`config.mk`:
```
export PLATFORM = sky130hd
export DESIGN_NAME = writeback_unit
export DESIGN_NICKNAME = d
export VERILOG_FILES = /design/src/rtl/writeback_unit_pkg.sv /design/src/rtl/writeback_unit_load_queue.sv /design/src/rtl/writeback_unit.sv
export SDC_FILE = /design/constraint.sdc
export NUM_CORES = 1
export LEC_CHECK = 0
export BUFFER_PORTS_ARGS = -buffer_cell sky130_fd_sc_hd__buf_2
export CAP_MARGIN = 20
export CORE_MARGIN = 2
export CORE_UTILIZATION = 55
export CTS_CLUSTER_SIZE = 16
export DETAILED_ROUTE_END_ITERATION = 8
export GPL_TIMING_DRIVEN = 0
export PLACE_DENSITY_LB_ADDON = 0.08
export SYNTH_ARGS = -nofsm -noshare
export SYNTH_HDL_FRONTEND = slang
export SYNTH_SLANG_ARGS = --single-unit
```
`constraint.sdc`:
```
create_clock -name clock -period 8.65 [get_ports clock]
set_input_delay 0.4325 -clock clock [delete_from_list [all_inputs] [get_ports clock]]
set_output_delay 0.4325 -clock clock [all_outputs]
set_load 0.1 [all_outputs]
```
`src/rtl/writeback_unit_pkg.sv`:
```
// Shared widths and the write-port request bundle
// for the writeback unit and its load queue.
package writeback_unit_pkg;

  localparam int XLEN           = 32;
  localparam int REG_ADDR_W     = 5;
  localparam int LOAD_DEPTH_DEF = 4;

  typedef logic [REG_ADDR_W-1:0] reg_addr_t;

  typedef struct packed {
    reg_addr_t        rd;
    logic [XLEN-1:0]  data;
  } wb_req_t;

endpackage

```
`src/rtl/writeback_unit_load_queue.sv`:
```
// In-order FIFO of outstanding load destinations with
// per-entry hit outputs for the decode query ports.
module wb_load_queue
  import writeback_unit_pkg::*;
#(
  parameter int DEPTH = LOAD_DEPTH_DEF
) (
  input  logic             clk_i,
  input  logic             rst_i,
  input  logic             push_i,
  input  reg_addr_t        push_rd_i,
  input  logic             pop_i,
  input  reg_addr_t        rs1_i,
  input  reg_addr_t        rs2_i,
  input  reg_addr_t        rd_i,
  output reg_addr_t        head_rd_o,
  output logic             empty_o,
  output logic             full_o,
  output logic [DEPTH-1:0] hit_rs1_o,
  output logic [DEPTH-1:0] hit_rs2_o,
  output logic [DEPTH-1:0] hit_rd_o
);

  localparam int PW = $clog2(DEPTH);
  localparam int CW = PW + 1;

  reg_addr_t        mem_q [DEPTH];
  logic [PW-1:0]    wr_ptr_q, wr_ptr_d;
  logic [PW-1:0]    rd_ptr_q, rd_ptr_d;
  logic [CW-1:0]    cnt_q, cnt_d;
  logic [DEPTH-1:0] vld;

  assign empty_o   = (cnt_q == '0);
  assign full_o    = (cnt_q == CW'(DEPTH));
  assign head_rd_o = mem_q[rd_ptr_q];

  always_comb begin
    wr_ptr_d = wr_ptr_q + PW'(push_i);
    rd_ptr_d = rd_ptr_q + PW'(pop_i);
    cnt_d    = cnt_q + CW'(push_i) - CW'(pop_i);
  end

  always_ff @(posedge clk_i or posedge rst_i) begin
    if (rst_i) begin
      wr_ptr_q <= '0;
      rd_ptr_q <= '0;
      cnt_q    <= '0;
      for (int i = 0; i < DEPTH; i++) mem_q[i] <= '0;
    end else begin
      wr_ptr_q <= wr_ptr_d;
      rd_ptr_q <= rd_ptr_d;
      cnt_q    <= cnt_d;
      if (push_i) mem_q[wr_ptr_q] <= push_rd_i;
    end
  end

  // An entry is live when its distance from the head is below the count
  for (genvar g = 0; g < DEPTH; g++) begin : g_ent
    logic [PW-1:0] off;
    assign off          = PW'(g) - rd_ptr_q;
    assign vld[g]       = ({1'b0, off} < cnt_q);
    assign hit_rs1_o[g] = vld[g] && (rs1_i != '0)
                          && (mem_q[g] == rs1_i);
    assign hit_rs2_o[g] = vld[g] && (rs2_i != '0)
                          && (mem_q[g] == rs2_i);
    assign hit_rd_o[g]  = vld[g] && (rd_i != '0)
                          && (mem_q[g] == rd_i);
  end

endmodule

```
`src/rtl/writeback_unit.sv`:
```
// Register-file write port arbiter: load responses first,
// then a one-entry ALU skid, then fresh ALU results.
module writeback_unit
  import writeback_unit_pkg::*;
#(
  parameter int LOAD_DEPTH = LOAD_DEPTH_DEF
) (
  input  logic                  clock,
  input  logic                  reset,
  input  logic                  alu_valid,
  input  logic [REG_ADDR_W-1:0] alu_rd,
  input  logic [XLEN-1:0]       alu_data,
  output logic                  alu_ready,
  input  logic                  load_req_valid,
  input  logic [REG_ADDR_W-1:0] load_req_rd,
  output logic                  load_req_ready,
  input  logic                  mem_resp_valid,
  input  logic [XLEN-1:0]       mem_resp_data,
  input  logic [REG_ADDR_W-1:0] q_rs1,
  input  logic [REG_ADDR_W-1:0] q_rs2,
  input  logic [REG_ADDR_W-1:0] q_rd,
  output logic                  stall,
  output logic [REG_ADDR_W-1:0] rd,
  output logic [XLEN-1:0]       data,
  output logic                  reg_write,
  output logic                  resp_error
);

  wb_req_t skid_q, skid_d;
  logic    skid_v_q, skid_v_d;
  wb_req_t out_q, out_d;
  logic    we_q, we_d;
  logic    err_q, err_d;

  wb_req_t   alu_req, sel;
  logic      wr, pop, push, resp_ok, alu_fire;
  logic      q_empty, q_full;
  reg_addr_t head_rd;
  logic      skid_hit;

  logic [LOAD_DEPTH-1:0] hit_rs1, hit_rs2, hit_rd;

  assign load_req_ready = !q_full;
  assign push           = load_req_valid && load_req_ready;
  assign resp_ok        = mem_resp_valid && !q_empty;
  assign alu_ready      = !skid_v_q;
  assign alu_fire       = alu_valid && alu_ready;

  wb_load_queue #(.DEPTH(LOAD_DEPTH)) u_lq (
    .clk_i     (clock),
    .rst_i     (reset),
    .push_i    (push),
    .push_rd_i (load_req_rd),
    .pop_i     (pop),
    .rs1_i     (q_rs1),
    .rs2_i     (q_rs2),
    .rd_i      (q_rd),
    .head_rd_o (head_rd),
    .empty_o   (q_empty),
    .full_o    (q_full),
    .hit_rs1_o (hit_rs1),
    .hit_rs2_o (hit_rs2),
    .hit_rd_o  (hit_rd)
  );

  assign skid_hit = skid_v_q && (skid_q.rd != '0)
                    && ((skid_q.rd == q_rs1)
                    ||  (skid_q.rd == q_rs2));

  assign stall = (|hit_rs1) || (|hit_rs2)
                 || (|hit_rd) || skid_hit;

  always_comb begin
    alu_req.rd   = alu_rd;
    alu_req.data = alu_data;
    sel          = '0;
    wr           = 1'b0;
    pop          = 1'b0;
    skid_d       = skid_q;
    skid_v_d     = skid_v_q;
    if (resp_ok) begin
      sel.rd   = head_rd;
      sel.data = mem_resp_data;
      wr       = 1'b1;
      pop      = 1'b1;
      if (alu_fire) begin
        skid_d   = alu_req;
        skid_v_d = 1'b1;
      end
    end else if (skid_v_q) begin
      sel      = skid_q;
      wr       = 1'b1;
      skid_v_d = 1'b0;
    end else if (alu_fire) begin
      sel = alu_req;
      wr  = 1'b1;
    end
    out_d = wr ? sel : out_q;
    // x0 is consumed like any write but never strobed
    we_d  = wr && (sel.rd != '0);
    err_d = err_q || (mem_resp_valid && q_empty);
  end

  always_ff @(posedge clock or posedge reset) begin
    if (reset) begin
      skid_q   <= '0;
      skid_v_q <= 1'b0;
      out_q    <= '0;
      we_q     <= 1'b0;
      err_q    <= 1'b0;
    end else begin
      skid_q   <= skid_d;
      skid_v_q <= skid_v_d;
      out_q    <= out_d;
      we_q     <= we_d;
      err_q    <= err_d;
    end
  end

  assign rd         = out_q.rd;
  assign data       = out_q.data;
  assign reg_write  = we_q;
  assign resp_error = err_q;

endmodule

```
# == After elaboration in Yosys (flattened, before gate mapping) ==
# Index checks and enable logic that the tools add are counted.
# classes
n_addsub,8
n_lt_le_gt_ge,7
n_eq_ne,16
muxes,15
bitwise,2
reduce_logical,50
# ops
cell,n
$mux W37,3
$eq A5 B5 Y1,14
$logic_and A1 B1 Y1,32
$reduce_bool A5 Y1,5
$bwmux W20,1
$mux W5,3
$lt A2 B3 Y1,4
$reduce_or A4 Y1,3
$bmux W5 S2,1
$demux W5 S2,1
$ge A3 B3 Y1 const B,2
$mux W1,6
$not A2 Y3,2
$logic_or A1 B1 Y1,5
$add A2 B1 Y2,2
$sub A1 B2 Y2 const A,2
$sub A2 B2 Y2 const A,2
$add A3 B1 Y3,1
$eq A3 B3 Y1 const B,1
$logic_not A1 Y1,3
$logic_not A3 Y1,1
$lt A3 B1 Y1 const B,1
$sub A3 B1 Y3,1
$ne A2 B1 Y1 const B,1
$reduce_and A2 Y1,1
# word_totals
register_bits,104
inputBits,94
output_inout_bits,42
word_cells,112

# == Logic depth before layout (Yosys ltp) ==
# Gate-level depths: netlist (run 1).
# depth
word_depth,8
depth_mapped,11

# == Modules after synthesis ==
# Synthesis (run 1) repeated with hierarchy kept, for this count alone.
# unflattened
cells_unflattened,541
area_unflattened_um2,5947.0
# modules_own_cells
mod,instances,cells_per_inst,area_per_inst_um2,seq_area_each_um2
writeback_unit,1,330,3741.1,1926.8
wb_load_queue,1,211,2205.9,675.6

# == Worst setup path after synthesis (run 1) ==
# OpenSTA, ideal clock, no wires.
# synth_path
path_type,register -> register
start,reg u_lq.cnt_q[1]
end,reg u_lq.cnt_q[2]
setup_ps,127
arrival_ps,2798
t_required_ps,8523
setup_slack_ps,5725
path_stages_with_launch,9
synth_period_minus_slack_ps,2925
path_cell_list,dfrtp_1 inv_1 nand3_1 and2_1 buf_2 ha_1 fa_1 xor2_1 xnor2_1
# synth_via
elab_chain_len,5
word_cells_on_any_way,9
cone_classes,2 x add/sub; 1 x eq/ne; 1 x mux; 5 x reduce/logical
# synth_rtl
element,line,rtl
from (decl),writeback_unit_load_queue.sv:30,"logic [CW-1:0] cnt_q, cnt_d;"
from (signal assigned),writeback_unit_load_queue.sv:52,cnt_q <= cnt_d;
$eq A3 B3 Y1,writeback_unit_load_queue.sv:34,assign full_o = (cnt_q == CW'(DEPTH));
$logic_not A1 Y1,writeback_unit.sv:43,assign load_req_ready = !q_full;
via load_req_ready,writeback_unit.sv:16,"output logic load_req_ready,"
$logic_and A1 B1 Y1,writeback_unit.sv:44,assign push = load_req_valid && load_req_ready;
$add A3 B1 Y3,writeback_unit_load_queue.sv:40,cnt_d = cnt_q + CW'(push_i) - CW'(pop_i);
$sub A3 B1 Y3,writeback_unit_load_queue.sv:40,
via u_lq.cnt_d[2],writeback_unit_load_queue.sv:30,
# The timed path passes the listed nets, and every way through them passes these cells.
# A chain may end at the register's enable or synchronous reset.

# == Final worst setup path (run 1) ==
# layout_path
start,reg u_lq.rd_ptr_q[1]
end,out stall
# layout_via
elab_chain_len,8
word_cells_on_any_way,38
cone_classes,4 x add/sub; 4 x order compare; 30 x reduce/logical
# layout_rtl
element,line,rtl
from (decl),writeback_unit_load_queue.sv:29,"logic [PW-1:0] rd_ptr_q, rd_ptr_d;"
from (signal assigned),writeback_unit_load_queue.sv:51,rd_ptr_q <= rd_ptr_d;
$sub A1 B2 Y2 or $sub A2 B2 Y2 (tied branches),writeback_unit_load_queue.sv:60,assign off = PW'(g) - rd_ptr_q;
$lt A2 B3 Y1,writeback_unit_load_queue.sv:61,"assign vld[g] = ({1'b0, off} < cnt_q);"
"$logic_and A1 B1 Y1, on equally long branches","writeback_unit_load_queue.sv:62, writeback_unit_load_queue.sv:64",
"$logic_and A1 B1 Y1, on equally long branches","writeback_unit_load_queue.sv:63, writeback_unit_load_queue.sv:65",
$reduce_or A4 Y1,writeback_unit.sv:70,assign stall = (|hit_rs1) || (|hit_rs2)
$logic_or A1 B1 Y1,writeback_unit.sv:70,
$logic_or A1 B1 Y1 (*) (2 in a row),writeback_unit.sv:71,|| (|hit_rd) || skid_hit;
to (decl),writeback_unit.sv:22,"output logic stall,"
# Mark *: on every way between the ends. The rest lies on a longest branch, timed or not.

==> results of run 1 <==
-- registers in the layout (all words and copies together), names as in the netlist --
name,count
data,32
skid_v_q,1
u_lq.mem_q,20
u_lq.rd_ptr_q,2
resp_error,1
u_lq.wr_ptr_q,2
skid_q,37
rd,5
reg_write,1
u_lq.cnt_q,3
-- worst register-to-register path: stages, from the launching register on --
cell and delay (ps):
dfrtp_1 470, nor3_2 240, nor2b_1 70, buf_4 180, buf_6 150, buf_2 220
ha_1 320, inv_1 40, ha_1 190, fa_1 390, xor2_1 170, xnor2_1 120
-- Yosys cell counts (3+ instances only) --
cell type / instances / area [µm²]
a221o_1: 32 / 320
inv_1: 8 / 30.0
nand3_1: 6 / 30.0
a22oi_1: 33 / 248
nor2_1: 40 / 150
xor2_1: 40 / 350
and3_1: 4 / 25.0
nand2_1: 10 / 37.5
mux4_2: 5 / 113
buf_2: 26 / 130
buf_6: 4 / 45.0
xnor2_1: 35 / 307
o21ai_0: 3 / 15.0
mux2_2: 51 / 574
dfrtp_1: 104 / 2600
nand4_1: 11 / 68.8
mux2_1: 6 / 67.6
clkbuf_1: 11 / 41.3
ha_1: 8 / 100
nor3_1: 13 / 65.1
a21o_1: 3 / 22.5
a21oi_1: 13 / 65.1
-- worst max-delay path by stage --
stage	startpoint	endpoint	slack [ps]	cells after the start
after CTS	u_lq.rd_ptr_q[1]$_DFF_PP0_	stall	5310	10
after detailed placement	u_lq.rd_ptr_q[1]$_DFF_PP0_	stall	5760	10
after global routing	u_lq.rd_ptr_q[1]$_DFF_PP0_	stall	5100	10
after global placement	reset	data[2]$_DFFE_PP0P_	4370	2
final	u_lq.rd_ptr_q[1]$_DFF_PP0_	stall	5350	10
after floorplan	reset	data[0]$_DFFE_PP0P_	5490	1
-- layout make-up --
class                   count  area (µm²)  area share
flip-flops and latches    104        2600       0.393
repair buffers            121         628      0.0949
clock inverters             2        16.3     0.00246
multi-input cells         337        2790       0.422
clock buffers              13         149      0.0225
plain buffers              42         224      0.0339
inverters                   8        32.5     0.00492
well taps                 136         170      0.0257
-- metal layers --
metal / global-route usage / wire length (µm)
met3: 0.0470 / 683
met2: 0.425 / 6770
met4: 0.115 / 333
met5: 0 / 0
met1: 0.323 / 5740
-- cell families after synthesis --
group	Yosys count	share of synthesized area
muxes	62	0.134
AOI/OAI and AO/OA	94	0.135
adders and majority gates	9	0.0213
and+or+nand+nor	97	0.0881
DFF	104	0.461
xor gates and xnor gates	75	0.116
buffers and inverters	50	0.0450
-- per-stage QoR --
| stage | setup WS [ps] | area [µm²] |
|---|---|---|
| floorplan | 5490 | 5650 |
| global route | 5100 | 6620 |
| finish | 5350 | 6620 |
| detailed placement | 5760 | 6450 |
| global placement | 4370 | 6420 |
| CTS | 5310 | 6620 |
-- power groups by stage --
stage	Clock, µW	Sequential, µW	Combinational [µW]
2_1_floorplan	0	1350	733
3_5_place_dp	0	925	1460
5_1_grt	301	948	1550
3_3_place_gp	0	914	1430
4_1_cts	282	916	1460
6_report	274	922	1460
==> flow_summary.ini, run 1 <==
[grt]
grt_pass1_vias = 4461
grt_use_total = 0.255
grt_pass1_wl_mm = 22.0
grt_max_degree = 75
grt_overflow = 0
antenna_found_initial = 0

[floorplan]
start_util = 0.557
fp.dieW_um = 105
die_h_um = 105
core_um2 = 10100
io_pins = 136
die_area_um2 = 11100
num_rows = 37

[route]
drc = 0
drtAntennaViolNets = 0
drtIter0Drc = 260
via_per_inst = 5.76
wl_mm = 13.5
routedWlPerCell_um = 17.7
dr.pass1.iters = 4
vias = 4395

[critical_path]
r2r-end = u_lq.cnt_q[2]$_DFF_PP0_
cpMaxStageDelayCell = buf_2
r2r-start = u_lq.cnt_q[2]$_DFF_PP0_
slowest_delay_ps = 420
cp-end-kind = output pin
path_cells = buf_2 -> xnor2_1 -> inv_1 -> ha_1 -> a21oi_1 -> nor2_1 -> o41ai_1 -> o22ai_1 -> nand3_2 -> buf_2
r2r_cells = 11
crit_family = buffers and inverters
worstPathArrival_ps = 2870
crit_buf_inv = 3
r2r_setup_slack_ps = 6000
path_class = reg -> out
cp-start-kind = flop
crit_top_cell = buf_2
crit_required_ps = 8220
crit_fanout = 8

[placement]
gp_congestion = 0.964
dp_hpwl_mm = 10.2
placed_cells = 748
portBuffers = 120

[clock_tree]
post_cts_resized = 0
postCtsHoldBufs = 0
clock_latency_ps = 380
cts.htree.levels = 3
path_clk_slew_ps = 90
root_buffer = clkbuf_8
clock_sinks = 104
cts_setup_buffers = 0
cts_made_buffers = 9
cts_tree = built
cts_buffer_depth = 2

[pwr]
power_density_nw_per_um2 = 401
p_leak_uw = 0.00302
p_seq_frac = 0.348
internal_power_uw = 1310
pwr-share-comb = 0.549
clkPwrFrac = 0.103
ir_worst_vdd_v = 0.000346
switching_power_uw = 1350
p_sw_frac = 0.508
total_power_uw = 2650

[synth]
syn_nets = 594
mappedNetlistArea_um2 = 5650
yosysWarnings = 0
ys_ff_latch = 104
syn_inst = 491
synth-main-ff-cell = dfrtp_1
synth.distinct_cells = 42
synth-edff-count = 0
synthArstFlopShare = 1.00
ys_seq_area_frac = 0.461
avgSynthCellArea_um2 = 11.5

[final_layout]
final_core_util = 0.653
layout_commonest_cell = buf_2
layout_common_cells = buf_2, dfrtp_1, mux2_2
drive_gt1_frac = 0.362
num-fill-cells = 831
instances_no_fill = 763
fin_nets = 726
insertedDiodeCount = 0
area_growth_syn_to_layout_pct = 17.1

[sta]
slew_headroom = 0.652
fmax_ghz = 0.303
grt_setup_unrepaired = no
finalSetupViolations = 0
holdWs_ps = 49.4
hold_viol = 0
period_share = 0.382
period_minus_slack_ps = 3300
worst_clock_skew_ps = 9.45
fin_setup_tns_ps = 0
slew_viol_final = 0
worst_pin_slew_ps = 520

[run_status]
status = finished clean

[job]
drv_cap = 0

[min_path]
min_path_type = in -> async
Power figures use the tool's default switching activity.
==> run 2: changes to the inputs <==
--- a/config.mk
+++ b/config.mk
@@ -5,6 +5,7 @@
 export SDC_FILE = /design/constraint.sdc
 export NUM_CORES = 1
 export LEC_CHECK = 0
+export ABC_AREA = 1
 export BUFFER_PORTS_ARGS = -buffer_cell sky130_fd_sc_hd__buf_2
 export CAP_MARGIN = 20
 export CORE_MARGIN = 2
==> constraint.sdc (replaced) <==
create_clock -name clock -period 3.3 [get_ports clock]
set_input_delay 0.165 -clock clock [delete_from_list [all_inputs] [get_ports clock]]
set_output_delay 0.165 -clock clock [all_outputs]
set_load 0.1 [all_outputs]
==> flow_summary.ini, run 2 <==
[clock_tree]
postCtsHoldBufs = 1
cts_setup_buffers = 0
post_cts_resized = 0
cts_made_buffers = 9
path_clk_slew_ps = 80
cts_tree = built
root_buffer = clkbuf_16
clock_sinks = 104
cts_buffer_depth = 2
clock_latency_ps = 360
cts.htree.levels = 3

[pwr]
clkPwrFrac = 0.145
ir_worst_vdd_v = 0.000600
p_seq_frac = 0.298
p_sw_frac = 0.531
total_power_uw = 7300
p_leak_uw = 0.00396
internal_power_uw = 3420
switching_power_uw = 3880
power_density_nw_per_um2 = 978
pwr-share-comb = 0.556

[synth]
synth_area_leaders = dfrtp_1, nand2_1, nand3_1
avgSynthCellArea_um2 = 7.31
synthArstFlopShare = 1.00
synth_top_area_cell = dfrtp_1
ys_ff_latch = 104
mappedNetlistArea_um2 = 6330
ys_seq_area_frac = 0.411
synth.distinct_cells = 28
syn_inst = 867
synth-edff-count = 0
synth_top_area_frac = 0.411
synth-main-ff-cell = dfrtp_1
synth_most_common_cell = nand2_1
yosysWarnings = 0
syn_nets = 970
yosys-top-cells-count = nand2_1, dfrtp_1, nand3_1

[floorplan]
die_h_um = 111
fp.dieW_um = 111
num_rows = 39
start_util = 0.560
core_um2 = 11300
io_pins = 136
die_area_um2 = 12400

[final_layout]
fin_nets = 1107
largest_register_ffs = 37
largest-register = skid_q
drive_gt1_frac = 0.214
layout_commonest_cell = nand2_1
layout_common_cells = nand2_1, buf_2, dfrtp_1
area_growth_syn_to_layout_pct = 17.9

[critical_path]
cpMaxStageDelayCell = dfrtp_1
crit_buf_inv = 4
crit_family = simple AND/OR/NAND/NOR gates
slowest_delay_ps = 450
crit_top_cell = nor2_1
path_class = reg -> out
cp-end-kind = output pin
r2r_setup_slack_ps = 840
crit_required_ps = 3130
cp-start-kind = flop
crit_fanout = 6
worstPathArrival_ps = 2770
path_cells = nor2_1 -> nor2_1 -> inv_1 -> ha_1 -> inv_1 -> nor2_1 -> nand2_1 -> nand2_1 -> inv_1 -> nand2_1 -> nor2_1 -> nor2_1 -> nand2_1 -> nor2_1 -> nand2_1 -> buf_2

[route]
drtAntennaViolNets = 0
dr.pass1.iters = 5
vias = 5908
routedWlPerCell_um = 14.4
via_per_inst = 5.12
drc = 0
wl_mm = 16.6
drtIter0Drc = 376

[grt]
grt_max_degree = 56
grt_use_total = 0.276
antenna_found_initial = 2
grt_pass1_wl_mm = 27.4
grt_overflow = 0
grt_pass1_vias = 5667

[sta]
worst_clock_skew_ps = 7.58
period_share = 0.889
holdWs_ps = 16.6
slew_viol_final = 0
worst_pin_slew_ps = 712
finalSetupViolations = 0
period_minus_slack_ps = 2930
slew_headroom = 0.526
fmax_ghz = 0.341
grt_setup_unrepaired = no
hold_viol = 0

[min_path]
min_path_type = in -> reg

[placement]
dp_hpwl_mm = 12.3
gp_congestion = 0.899
portBuffers = 124

[run_status]
status = finished clean

[job]
drv_cap = 0
run 2: changes by cell type after synthesis, moves of 11 or more:
cell	before	now
a221o_1	32	0
nand3_1	6	94
a22oi_1	33	10
xor2_1	40	9
clkbuf_1	11	23
nor3_1	13	0
o21ai_0	3	57
nand2_1	10	296
o21ai_2	0	30
mux2_2	51	0
inv_1	8	91
a21oi_1	13	2
run 2: per-stage QoR:
step                      cells  utilization  area (µm²)  setup slack [ps]  TNS (ps)
after floorplan             867            -        6330               403         0
after global placement     1134        0.630        7130              -937    -96630
after detailed placement   1135        0.633        7160               795         0
after CTS                  1152        0.659        7460               373         0
after global routing       1152        0.659        7460               163         0
final                      1153        0.659        7470               368         0
run 2: cells by family after synthesis:
| group | after synthesis | synth area share |
|---|---|---|
| simple gates | 451 | 0.294 |
| flops | 104 | 0.411 |
| xor+xnor | 45 | 0.0622 |
| buf+inv | 150 | 0.104 |
| compound gates | 108 | 0.110 |
| fa+ha+maj | 9 | 0.0190 |
run 2: worst min-delay path, delay by kind of cell:
kind | cells | cell delay [ps]
buffers and inverters | 1 | 70
AND/OR/NAND/NOR | 2 | 100
run 2: metal layers:
layer / track usage / vias to the layer above / part of all wire / wire length, µm
met2: 0.470 / 157 / 0.49 / 8120
met4: 0.100 / 0 / 0.026 / 429
li1: - / 2986 / - / -
met5: 0 / - / 0 / 0
met1: 0.344 / 2738 / 0.42 / 7010
met3: 0.0651 / 27 / 0.060 / 996
run 2: area by class of cell:
class	instances	area, µm²
Fill cell	1107	3850
Multi-Input combinational cell	613	3070
Sequential cell	104	2600
Timing Repair Buffer	126	658
Inverter	94	355
Buffer	56	307
Clock buffer	10	239
Tap cell	143	179
Clock inverter	6	50.0
Antenna cell	1	2.50
run 2: final timing paths:
check / startpoint / endpoint / depth (start not counted)
max: u_lq.rd_ptr_q[1]$_DFF_PP0_ / stall / 16
min: mem_resp_data[15] / data[15]$_DFFE_PP0P_ / 3
max reg2reg: u_lq.cnt_q[1]$_DFF_PP0_ / u_lq.cnt_q[2]$_DFF_PP0_ / 11
min reg2reg: resp_error$_DFF_PP0_ / resp_error$_DFF_PP0_ / 1
max in group asynchronous: reset / u_lq.mem_q[14]$_DFFE_PP0P_ / 4
min in group asynchronous: reset / resp_error$_DFF_PP0_ / 3
run 2: power by group through the flow:
stage,sequential (µW),clock [µW],combinational (µW)
2_1_floorplan,3320,0,2080
4_1_cts,2180,1080,4090
3_5_place_dp,2190,0,4070
5_1_grt,2240,1130,4450
3_3_place_gp,2170,0,4000
6_report,2180,1060,4060
